**src/rtl/multi_vote_counter_pkg.sv**
```systemverilog
// Shared types for the election tally block.
// Poll states and vote reject reasons.
package multi_vote_pkg;

  typedef enum logic [1:0] {
    IDLE  = 2'd0,
    OPEN  = 2'd1,
    TALLY = 2'd2,
    DONE  = 2'd3
  } poll_state_t;

  localparam logic [1:0] REJ_NONE    = 2'd0;
  localparam logic [1:0] REJ_CLOSED  = 2'd1;
  localparam logic [1:0] REJ_BADCAND = 2'd2;
  localparam logic [1:0] REJ_DUP     = 2'd3;

endpackage

```
**src/rtl/multi_vote_counter_scan.sv**
```systemverilog
// Sequential max/tie finder: one candidate per cycle after start.
// done, winner and tie reflect the final element on the last scan cycle.
module vote_tally_scan #(
  parameter int NUM_CAND = 4,
  parameter int CNT_W    = 8,
  parameter int CAND_W   = $clog2(NUM_CAND)
) (
  input  logic                               clk,
  input  logic                               reset,
  input  logic                               start_i,
  input  logic [NUM_CAND-1:0][CNT_W-1:0]     cnt_i,
  output logic                               done_o,
  output logic [CAND_W-1:0]                  winner_o,
  output logic                               tie_o
);

  localparam logic [CAND_W-1:0] LAST = CAND_W'(NUM_CAND - 1);

  logic              busy_q;
  logic [CAND_W-1:0] idx_q;
  logic [CNT_W-1:0]  max_q, max_d, cur;
  logic [CAND_W-1:0] win_q, win_d;
  logic              tie_q, tie_d;

  assign cur = cnt_i[idx_q];

  // Strictly-greater replacement keeps the lowest index on ties.
  always_comb begin
    max_d = max_q;
    win_d = win_q;
    tie_d = tie_q;
    if (idx_q == '0 || cur > max_q) begin
      max_d = cur;
      win_d = idx_q;
      tie_d = 1'b0;
    end else if (cur == max_q) begin
      tie_d = 1'b1;
    end
  end

  assign done_o   = busy_q && (idx_q == LAST);
  assign winner_o = win_d;
  assign tie_o    = tie_d;

  always_ff @(posedge clk) begin
    if (reset) begin
      busy_q <= 1'b0;
      idx_q  <= '0;
      max_q  <= '0;
      win_q  <= '0;
      tie_q  <= 1'b0;
    end else if (start_i) begin
      busy_q <= 1'b1;
      idx_q  <= '0;
    end else if (busy_q) begin
      max_q <= max_d;
      win_q <= win_d;
      tie_q <= tie_d;
      idx_q <= idx_q + 1'b1;
      if (idx_q == LAST) busy_q <= 1'b0;
    end
  end

endmodule

```
**src/rtl/multi_vote_counter.sv**
```systemverilog
// Election tally: one vote per voter per session, saturating counts,
// sequential winner/tie scan after the poll closes.
module multi_vote_counter
  import multi_vote_pkg::*;
#(
  parameter int NUM_CAND   = 4,
  parameter int CNT_W      = 8,
  parameter int NUM_VOTERS = 16,
  parameter int CAND_W     = $clog2(NUM_CAND),
  parameter int VID_W      = $clog2(NUM_VOTERS)
) (
  input  logic                        clk,
  input  logic                        reset,
  input  logic                        open_poll,
  input  logic                        close_poll,
  input  logic                        vote_valid,
  input  logic [VID_W-1:0]            voter_id,
  input  logic [CAND_W-1:0]           cand_sel,
  output logic                        vote_accept,
  output logic                        vote_reject,
  output logic [1:0]                  reject_code,
  output logic [NUM_CAND*CNT_W-1:0]   votes_flat,
  output logic [CNT_W+CAND_W-1:0]     total_votes,
  output logic                        sat_flag,
  output logic [1:0]                  poll_state,
  output logic                        result_valid,
  output logic [CAND_W-1:0]           winner,
  output logic                        tie
);

  localparam logic [CAND_W:0] NC = (CAND_W + 1)'(NUM_CAND);

  poll_state_t                   state_q;
  logic [NUM_CAND-1:0][CNT_W-1:0] cnt_q, cnt_d;
  logic [CNT_W+CAND_W-1:0]       tot_q, tot_d;
  logic [NUM_VOTERS-1:0]         voted_q, voted_d;
  logic                          sat_q, sat_d;
  logic [CAND_W-1:0]             win_q;
  logic                          tie_q;
  logic                          acc_q, rej_q;
  logic [1:0]                    code_q, rej_code;
  logic                          cand_ok, vote_ok, accept;
  logic                          open_go, close_go;
  logic                          scan_done, scan_tie;
  logic [CAND_W-1:0]             scan_win;

  assign open_go  = open_poll && (state_q == IDLE || state_q == DONE);
  assign close_go = close_poll && (state_q == OPEN);
  assign cand_ok  = {1'b0, cand_sel} < NC;

  always_comb begin
    rej_code = REJ_NONE;
    if (state_q != OPEN)       rej_code = REJ_CLOSED;
    else if (!cand_ok)         rej_code = REJ_BADCAND;
    else if (voted_q[voter_id]) rej_code = REJ_DUP;
  end

  assign vote_ok = (rej_code == REJ_NONE);
  assign accept  = vote_valid && vote_ok;

  always_comb begin
    cnt_d   = cnt_q;
    tot_d   = tot_q;
    voted_d = voted_q;
    sat_d   = sat_q;
    if (open_go) begin
      cnt_d   = '0;
      tot_d   = '0;
      voted_d = '0;
      sat_d   = 1'b0;
    end else if (accept) begin
      voted_d[voter_id] = 1'b1;
      if (&cnt_q[cand_sel]) sat_d = 1'b1;
      else cnt_d[cand_sel] = cnt_q[cand_sel] + 1'b1;
      if (!(&tot_q)) tot_d = tot_q + 1'b1;
    end
  end

  vote_tally_scan #(
    .NUM_CAND (NUM_CAND),
    .CNT_W    (CNT_W),
    .CAND_W   (CAND_W)
  ) u_scan (
    .clk      (clk),
    .reset    (reset),
    .start_i  (close_go),
    .cnt_i    (cnt_q),
    .done_o   (scan_done),
    .winner_o (scan_win),
    .tie_o    (scan_tie)
  );

  always_ff @(posedge clk) begin
    if (reset) begin
      state_q <= IDLE;
      cnt_q   <= '0;
      tot_q   <= '0;
      voted_q <= '0;
      sat_q   <= 1'b0;
      win_q   <= '0;
      tie_q   <= 1'b0;
      acc_q   <= 1'b0;
      rej_q   <= 1'b0;
      code_q  <= REJ_NONE;
    end else begin
      acc_q   <= accept;
      rej_q   <= vote_valid && !vote_ok;
      code_q  <= vote_valid ? rej_code : REJ_NONE;
      cnt_q   <= cnt_d;
      tot_q   <= tot_d;
      voted_q <= voted_d;
      sat_q   <= sat_d;
      unique case (state_q)
        IDLE:  if (open_poll) state_q <= OPEN;
        OPEN:  if (close_poll) state_q <= TALLY;
        TALLY: if (scan_done) begin
          state_q <= DONE;
          win_q   <= scan_win;
          tie_q   <= scan_tie;
        end
        DONE:  if (open_poll) state_q <= OPEN;
      endcase
      if (open_go) begin
        win_q <= '0;
        tie_q <= 1'b0;
      end
    end
  end

  assign vote_accept  = acc_q;
  assign vote_reject  = rej_q;
  assign reject_code  = code_q;
  assign votes_flat   = cnt_q;
  assign total_votes  = tot_q;
  assign sat_flag     = sat_q;
  assign poll_state   = state_q;
  assign result_valid = (state_q == DONE);
  assign winner       = win_q;
  assign tie          = tie_q;

endmodule

```
**config.mk**
```make
export PLATFORM = sky130hd
export DESIGN_NAME = multi_vote_counter
export DESIGN_NICKNAME = d
export VERILOG_FILES = /design/src/rtl/multi_vote_counter_pkg.sv /design/src/rtl/multi_vote_counter_scan.sv /design/src/rtl/multi_vote_counter.sv
export SDC_FILE = /design/constraint.sdc
export NUM_CORES = 1
export LEC_CHECK = 0
export BUFFER_PORTS_ARGS = -buffer_cell sky130_fd_sc_hd__buf_2
export CORE_UTILIZATION = 52
export DETAILED_ROUTE_END_ITERATION = 16
export PLACE_DENSITY = 0.77
export SKIP_CTS_REPAIR_TIMING = 1
export SYNTH_ARGS = -nofsm -noshare
export SYNTH_HDL_FRONTEND = slang
export SYNTH_HIERARCHICAL = 1
export SYNTH_SLANG_ARGS = --single-unit
```
**constraint.sdc**
```tcl
create_clock -name clk -period 2.9 [get_ports clk]
set_input_delay 0.58 -clock clk [delete_from_list [all_inputs] [get_ports clk]]
set_output_delay 0.58 -clock clk [all_outputs]
set_load 0.03 [all_outputs]
```
==> metrics, run 1 <==
Reg clk slew, reported paths=80 ps; global route overflow=0; critical path class=reg2reg; layout cell share with drive strength beyond 1=24.1%; CTS sink cnt=82; crit end category=flop; Core Area=7890 um^2; Post-Syn Area per Cell=9.71 um^2; worst hold slack=454 ps; Detailed Route WL=10100 um; Post-Syn Nets=470; count of cell types in the netlist=50; number of global-route vias before repair=3407; vias per inst=5.82; Final Cycle Share=93.9%; post-place instance area=4830 um^2; final net count=545; worst vdd ir=0.276 mV; Final Hold Fails=0; CTS HTree Levels=3; FP Rows=32; P_leak=2.03 nW; Synth Area in Adders=4.35%; Sw Ratio=31.2%; largest net degree at the start of global routing=34; unrepaired setup endpoints after global routing=no; Fin Setup TNS=0 ps; number of flops mapped to enable cells by yosys=0; CTS buffer count=9; CTS tree=done; Final ANT Viol Nets=0; gr usage total=24.4%; final setup vio count=0; Worst Skew=9.20 ps; post-synthesis compound-gate area fraction=13.1%; Final Util=63.6%; PD cells=523 nW/um^2; Worst Path Arrival=2990 ps; Final min period=2720 ps; global-route wire length before repair=16600 um; die height=93.1 um; largest fanout on the critical path=10; DRC viols=0; DR iter-0 viols=211; drt pass-1 iters=5; CP most frequent cell=buf_4; critical path's slowest cell=mux4_2; Yosys reg bits=82; Achievable Freq=0.367 GHz; mux cell area share after synthesis=19.6%; Worst Path Required=3170 ps; Crit path max-delay family=multiplexers; status=complete, no violations; Finished Cell Area=5020 um^2; Least-Margin Pin Slew=733 ps; Logic pwr share=23.8%; Net Switching=0.819 mW; initial antenna violation count=0; Clk pwr share=30.7%; asr flop ratio synth=0%; IO buf count=63; Buf/Inv on CP=2; Pwr Total=2.63 mW; sequential share of power=45.5%; main combinational cell family by area after synthesis=multiplexers; Top FF cell, synth=dfxtp_1; Die W=93.1 um; clock root buffer=clkbuf_8; DR WL/cell=16.2 um; YS warnings=6; synthesis-to-layout area growth=16.4%; crit start category=flop; fin. max-slew vios=0; Slew headroom=51.1%; post-synthesis simple-gate area fraction=18.4%; sequential area share after synthesis=38.1%; XOR/XNOR Fraction of Synth Area=1.63%; DR vias=3635; Internal Power=1.81 mW; max-cap viol count=0; clock buffer depth=2; global placer's final weighted congestion=0.917; Initial Util=54.7%; HPWL after DPL=7500 um; hold crit path type=reg2reg; Syn Inst Count=444; Total Die Area=8660 um^2; io pins=64; delay of the slowest critical-path stage=570 ps; Mapped Area=4310 um^2; critical-path cell list=buf_4 -> mux4_2 -> ha_1 -> nand4_2 -> a21o_4 -> a311oi_2 -> buf_4 -> mux2i_1; diode count=0; Clock Latency Late Sink=350 ps
==> flip-flops by register name (all words and copies together), names as in the netlist <==
register,flops
votes_flat,32
voted_q,16
total_votes,10
u_scan/max_q,8
poll_state,2
reject_code,2
u_scan/idx_q,2
u_scan/win_q,2
winner,2
sat_flag,1
tie,1
u_scan/busy_q,1
u_scan/tie_q,1
vote_accept,1
vote_reject,1
==> logic make-up after synthesis <==
logic type	after synthesis
xor gates and xnor gates	8
and+or+nand+nor	160
DFF	82
muxes	61
AOI/OAI and AO/OA	75
buffers and inverters	43
adders and majority gates	15
==> worst reg2reg max path, stage by stage, from the launching register on <==
cell and delay, ps:
dfxtp_1 350, buf_4 190, mux4_2 570, ha_1 400, nand4_2 170, a21o_4 250, a311oi_2 230, buf_4 260
mux2i_1 220
==> metal layers <==
| layer | GRT usage, % | vias up | routed length [um] |
|---|---|---|---|
| met2 | 39.9 | 119 | 4870 |
| met1 | 32.6 | 1751 | 4470 |
| met5 | 0 | - | 0 |
| met3 | 3.74 | 17 | 595 |
| li1 | - | 1748 | - |
| met4 | 9.10 | 0 | 181 |
==> area by class of cell <==
class                      instances  area [um^2]
clock inverter                     3         40.0
clock buffer                      12          145
timing repair buffer              87          520
multi-input combinational        319         2470
sequential                        82         1640
fill                             641         2870
inverter                          20         75.1
tap                              102          128
==> worst paths after layout <==
check,startpoint,cells after the start,slack (ps),end
min,winner[0],2,450,winner[0]
min reg2reg,winner[0],2,450,winner[0]
max reg2reg,u_scan/idx_q[0],8,180,u_scan/max_q[4]
max,u_scan/idx_q[0],8,180,u_scan/max_q[4]
==> cell usage after synthesis, drive strengths merged (3+ instances only) <==
| master | instances | area share [%] |
|---|---|---|
| a22o | 3 | 0.61 |
| nand3 | 26 | 3.0 |
| nor2b | 8 | 1.2 |
| nand4 | 5 | 0.87 |
| ha | 15 | 4.4 |
| nand2 | 38 | 3.3 |
| a32o | 4 | 0.93 |
| a2111oi | 3 | 1.9 |
| clkbuf | 14 | 1.5 |
| xnor2 | 5 | 1.0 |
| nor4 | 3 | 0.44 |
| nor3 | 5 | 0.58 |
| dfxtp | 82 | 38 |
| a21o | 3 | 0.73 |
| mux2i | 43 | 10 |
| xor2 | 3 | 0.61 |
| a31oi | 5 | 0.73 |
| o21ai | 18 | 2.1 |
| a22oi | 3 | 0.52 |
| or3 | 4 | 0.58 |
| and3 | 3 | 0.44 |
| inv | 20 | 1.7 |
| nor2 | 36 | 3.1 |
| mux4 | 17 | 9.4 |
| a21oi | 24 | 2.8 |
| and2 | 5 | 0.81 |
| nand2b | 24 | 3.5 |
| buf | 9 | 1.6 |
==> per-stage QoR <==
| step | setup WS [ps] | instances |
|---|---|---|
| final | 178 | 625 |
| after global routing | 26.1 | 625 |
| after CTS | 170 | 625 |
| after detailed placement | 6.16 | 610 |
| after global placement | 50.4 | 610 |
| after floorplan | 54.6 | 444 |
==> power groups by stage <==
stage                     Sequential, mW  Combinational (mW)  Clock (mW)
after floorplan                     1.26               0.401           0
after global placement              1.22               0.608           0
after detailed placement            1.22               0.621           0
after CTS                           1.19               0.623       0.832
after global routing                1.20               0.683       0.875
final                               1.19               0.625       0.807
==> cells in the final DEF, fill, tap and decap left out, types with 4 or more instances in the layout <==
cell type	count
a31oi_1	5
mux4_1	6
clkbuf_8	10
nor2b_1	8
dfxtp_1	82
xnor2_1	5
o21ai_0	18
nand3_1	26
or3_1	4
nor3_1	5
ha_1	15
nor2_1	36
nand2b_1	24
buf_4	22
mux4_2	11
a21oi_1	23
mux2i_1	43
a32o_1	4
nand2_1	38
buf_2	63
nand4_1	4
inv_1	20
No activity file was read; power rests on OpenSTA's default activity.
==> run 2, diff against run 1 <==
- CELL_PAD_IN_SITES_DETAIL_PLACEMENT: default -> 0
- CELL_PAD_IN_SITES_GLOBAL_PLACEMENT: default -> 1
- CORE_UTILIZATION: 52 -> 40
- PLACE_DENSITY: 0.77 -> default
- PLACE_DENSITY_LB_ADDON: default -> 0.1
==> run 2 against run 1 <==
- non-clock buffer count fell by 1
- via count fell by 4.3%
- critical path depth rose by 1
- register-to-register slack improved by 50 ps
- routed wire length rose by 1.8%
- power rose by 4.4%
- design area rose by 1.1%
- setup slack improved by 52 ps
- clock-buffer cell count did not move
- cell count rose by 5.4%
- largest cell class unchanged
==> metrics, run 2 (synthesis gave the netlist of run 1 again) <==
layout cell share with drive strength beyond 1=23.9% (was 24.1%); Worst Skew=11.0 ps (was 9.20 ps); Net Switching=0.860 mW (was 0.819 mW); Fin Setup TNS=0 ps (unchanged); Final Util=48.9% (was 63.6%); worst vdd ir=0.261 mV (was 0.276 mV); r2r endpoint=u_scan/max_q[1] (was u_scan/max_q[4]); DR WL/cell=15.6 um (was 16.2 um); number of global-route vias before repair=3299 (was 3407); Internal Power=1.88 mW (was 1.81 mW); Detailed Route WL=10300 um (was 10100 um); clock buffer depth=2 (unchanged); Final Hold Fails=0 (unchanged); CTS tree=done (unchanged); Pwr Total=2.74 mW (was 2.63 mW); Clock Latency Late Sink=350 ps (about the same); gr usage total=19.6% (was 24.4%); Least-Margin Pin Slew=755 ps (was 733 ps); Initial Util=41.6% (was 54.7%); max-cap viol count=0 (unchanged); most frequent cells in the layout=dfxtp_1, buf_2, mux2i_1 (unchanged); global route overflow=0 (unchanged); FP Rows=37 (was 32); Worst Path Required=3190 ps (was 3170 ps); max FFs per register=32 (unchanged); DR iter-0 viols=145 (was 211); Reg clk slew, reported paths=90 ps (was 80 ps); CTS sink cnt=82 (unchanged); global-route wire length before repair=17200 um (was 16600 um); layout filler cell count=1021 (was 641); Worst Path Arrival=2960 ps (was 2990 ps); fin. max-slew vios=0 (unchanged); DRC viols=0 (unchanged); Final min period=2670 ps (was 2720 ps); CTS buffer count=9 (unchanged); status=complete, no violations (unchanged); Slew headroom=49.6% (was 51.1%); CTS HTree Levels=3 (unchanged); Final Cycle Share=92.1% (was 93.9%); Logic pwr share=23.2% (was 23.8%); Final ANT Viol Nets=0 (unchanged); hold path start=winner[1] (was winner[0]); final worst setup slack=231 ps (was 178 ps); reg-to-reg slack, setup=230 ps (was 180 ps); area used by multi-input combinational logic=2470 um^2 (about the same); drt pass-1 iters=4 (was 5); DR vias=3478 (was 3635); die height=106 um (was 93.1 um); final setup vio count=0 (unchanged); critical path class=reg2reg (unchanged); PD cells=541 nW/um^2 (was 523 nW/um^2); synthesis-to-layout area growth=17.7% (was 16.4%); vias per inst=5.28 (was 5.82); commonest non-fill, non-tap cell in the layout=dfxtp_1 (unchanged); pre-CTS setup slack=-9.24 ps (was 6.16 ps); crit start category=flop (unchanged); Total Die Area=11200 um^2 (was 8660 um^2); crit end category=flop (unchanged); hold crit path type=reg2reg (unchanged); Hold Path Stages=2 (unchanged); initial antenna violation count=0 (unchanged); unrepaired setup endpoints after global routing=no (unchanged); P_leak=2.03 nW (about the same); final net count=544 (was 545); io pins=64 (unchanged); Clk pwr share=33.3% (was 30.7%); global placer's final weighted congestion=0.811 (was 0.917); Achievable Freq=0.375 GHz (was 0.367 GHz); R2R depth=9 (was 8); IO buf count=63 (unchanged); largest fanout on the critical path=13 (was 10); HPWL after DPL=7460 um (was 7500 um); RR Startpoint=u_scan/idx_q[0] (unchanged); Hold Path Sink=winner[1] (was winner[0]); Die W=106 um (was 93.1 um); diode count=0 (unchanged); storage element area=1640 um^2 (unchanged); clock root buffer=clkbuf_8 (unchanged); largest net degree at the start of global routing=28 (was 34); Core Area=10400 um^2 (was 7890 um^2); sequential share of power=43.6% (was 45.5%); Sw Ratio=31.3% (was 31.2%)
-- run 2: layout make-up --
class	count	share of cell area, %
Clock buffer	12	2.66
Clock inverter	4	1.50
Inverter	20	1.48
Multi-Input combinational cell	319	48.8
Sequential cell	82	32.4
Tap cell	136	3.35
Timing Repair Buffer	86	9.86
-- run 2: worst max-delay path by stage --
stage          slack (ps)  cells after the start            start              end
6_report              230                      9  u_scan/idx_q[0]  u_scan/max_q[1]
5_1_grt                60                      9  u_scan/idx_q[0]  u_scan/max_q[2]
4_1_cts               220                      9  u_scan/idx_q[0]  u_scan/max_q[0]
3_5_place_dp           -9                      7      cand_sel[1]    votes_flat[5]
3_3_place_gp           10                      7      cand_sel[1]    votes_flat[7]
2_1_floorplan          50                      8      cand_sel[1]   votes_flat[14]
-- run 2: routing by layer --
| metal | routed length (um) | share of wire (%) | up-vias | global-route usage, % |
|---|---|---|---|---|
| li1 | - | - | 1743 | - |
| met1 | 5050 | 49 | 1674 | 27.5 |
| met2 | 4790 | 47 | 53 | 30.8 |
| met3 | 307 | 3.0 | 8 | 3.09 |
| met4 | 135 | 1.3 | 0 | 6.55 |
| met5 | 0 | 0 | - | 0 |
-- run 2: power groups by stage --
stage	logic (mW)	clock network [mW]	registers [mW]
final	0.635	0.912	1.20
after global routing	0.705	0.999	1.20
after CTS	0.645	0.939	1.20
after detailed placement	0.640	0	1.22
after global placement	0.637	0	1.22
after floorplan	0.401	0	1.26
-- run 2: critical path, cell delays in order (launching register included) --
cell and delay, ps:
dfxtp_1 370, buf_12 180, mux4_2 570, ha_1 390, nand2_1 70, nor2_1 190
a211oi_4 100, a311oi_2 320, buf_4 210, mux2i_1 180
-- run 2: stage by stage --
| stage | std cells | cell area, um^2 | hold slack (ps) |
|---|---|---|---|
| floorplan | 444 | 4310 | 425 |
| global placement | 643 | 4860 | 444 |
| detailed placement | 643 | 4860 | 445 |
| CTS | 659 | 5070 | 457 |
| global route | 659 | 5070 | 474 |
| finish | 659 | 5070 | 456 |
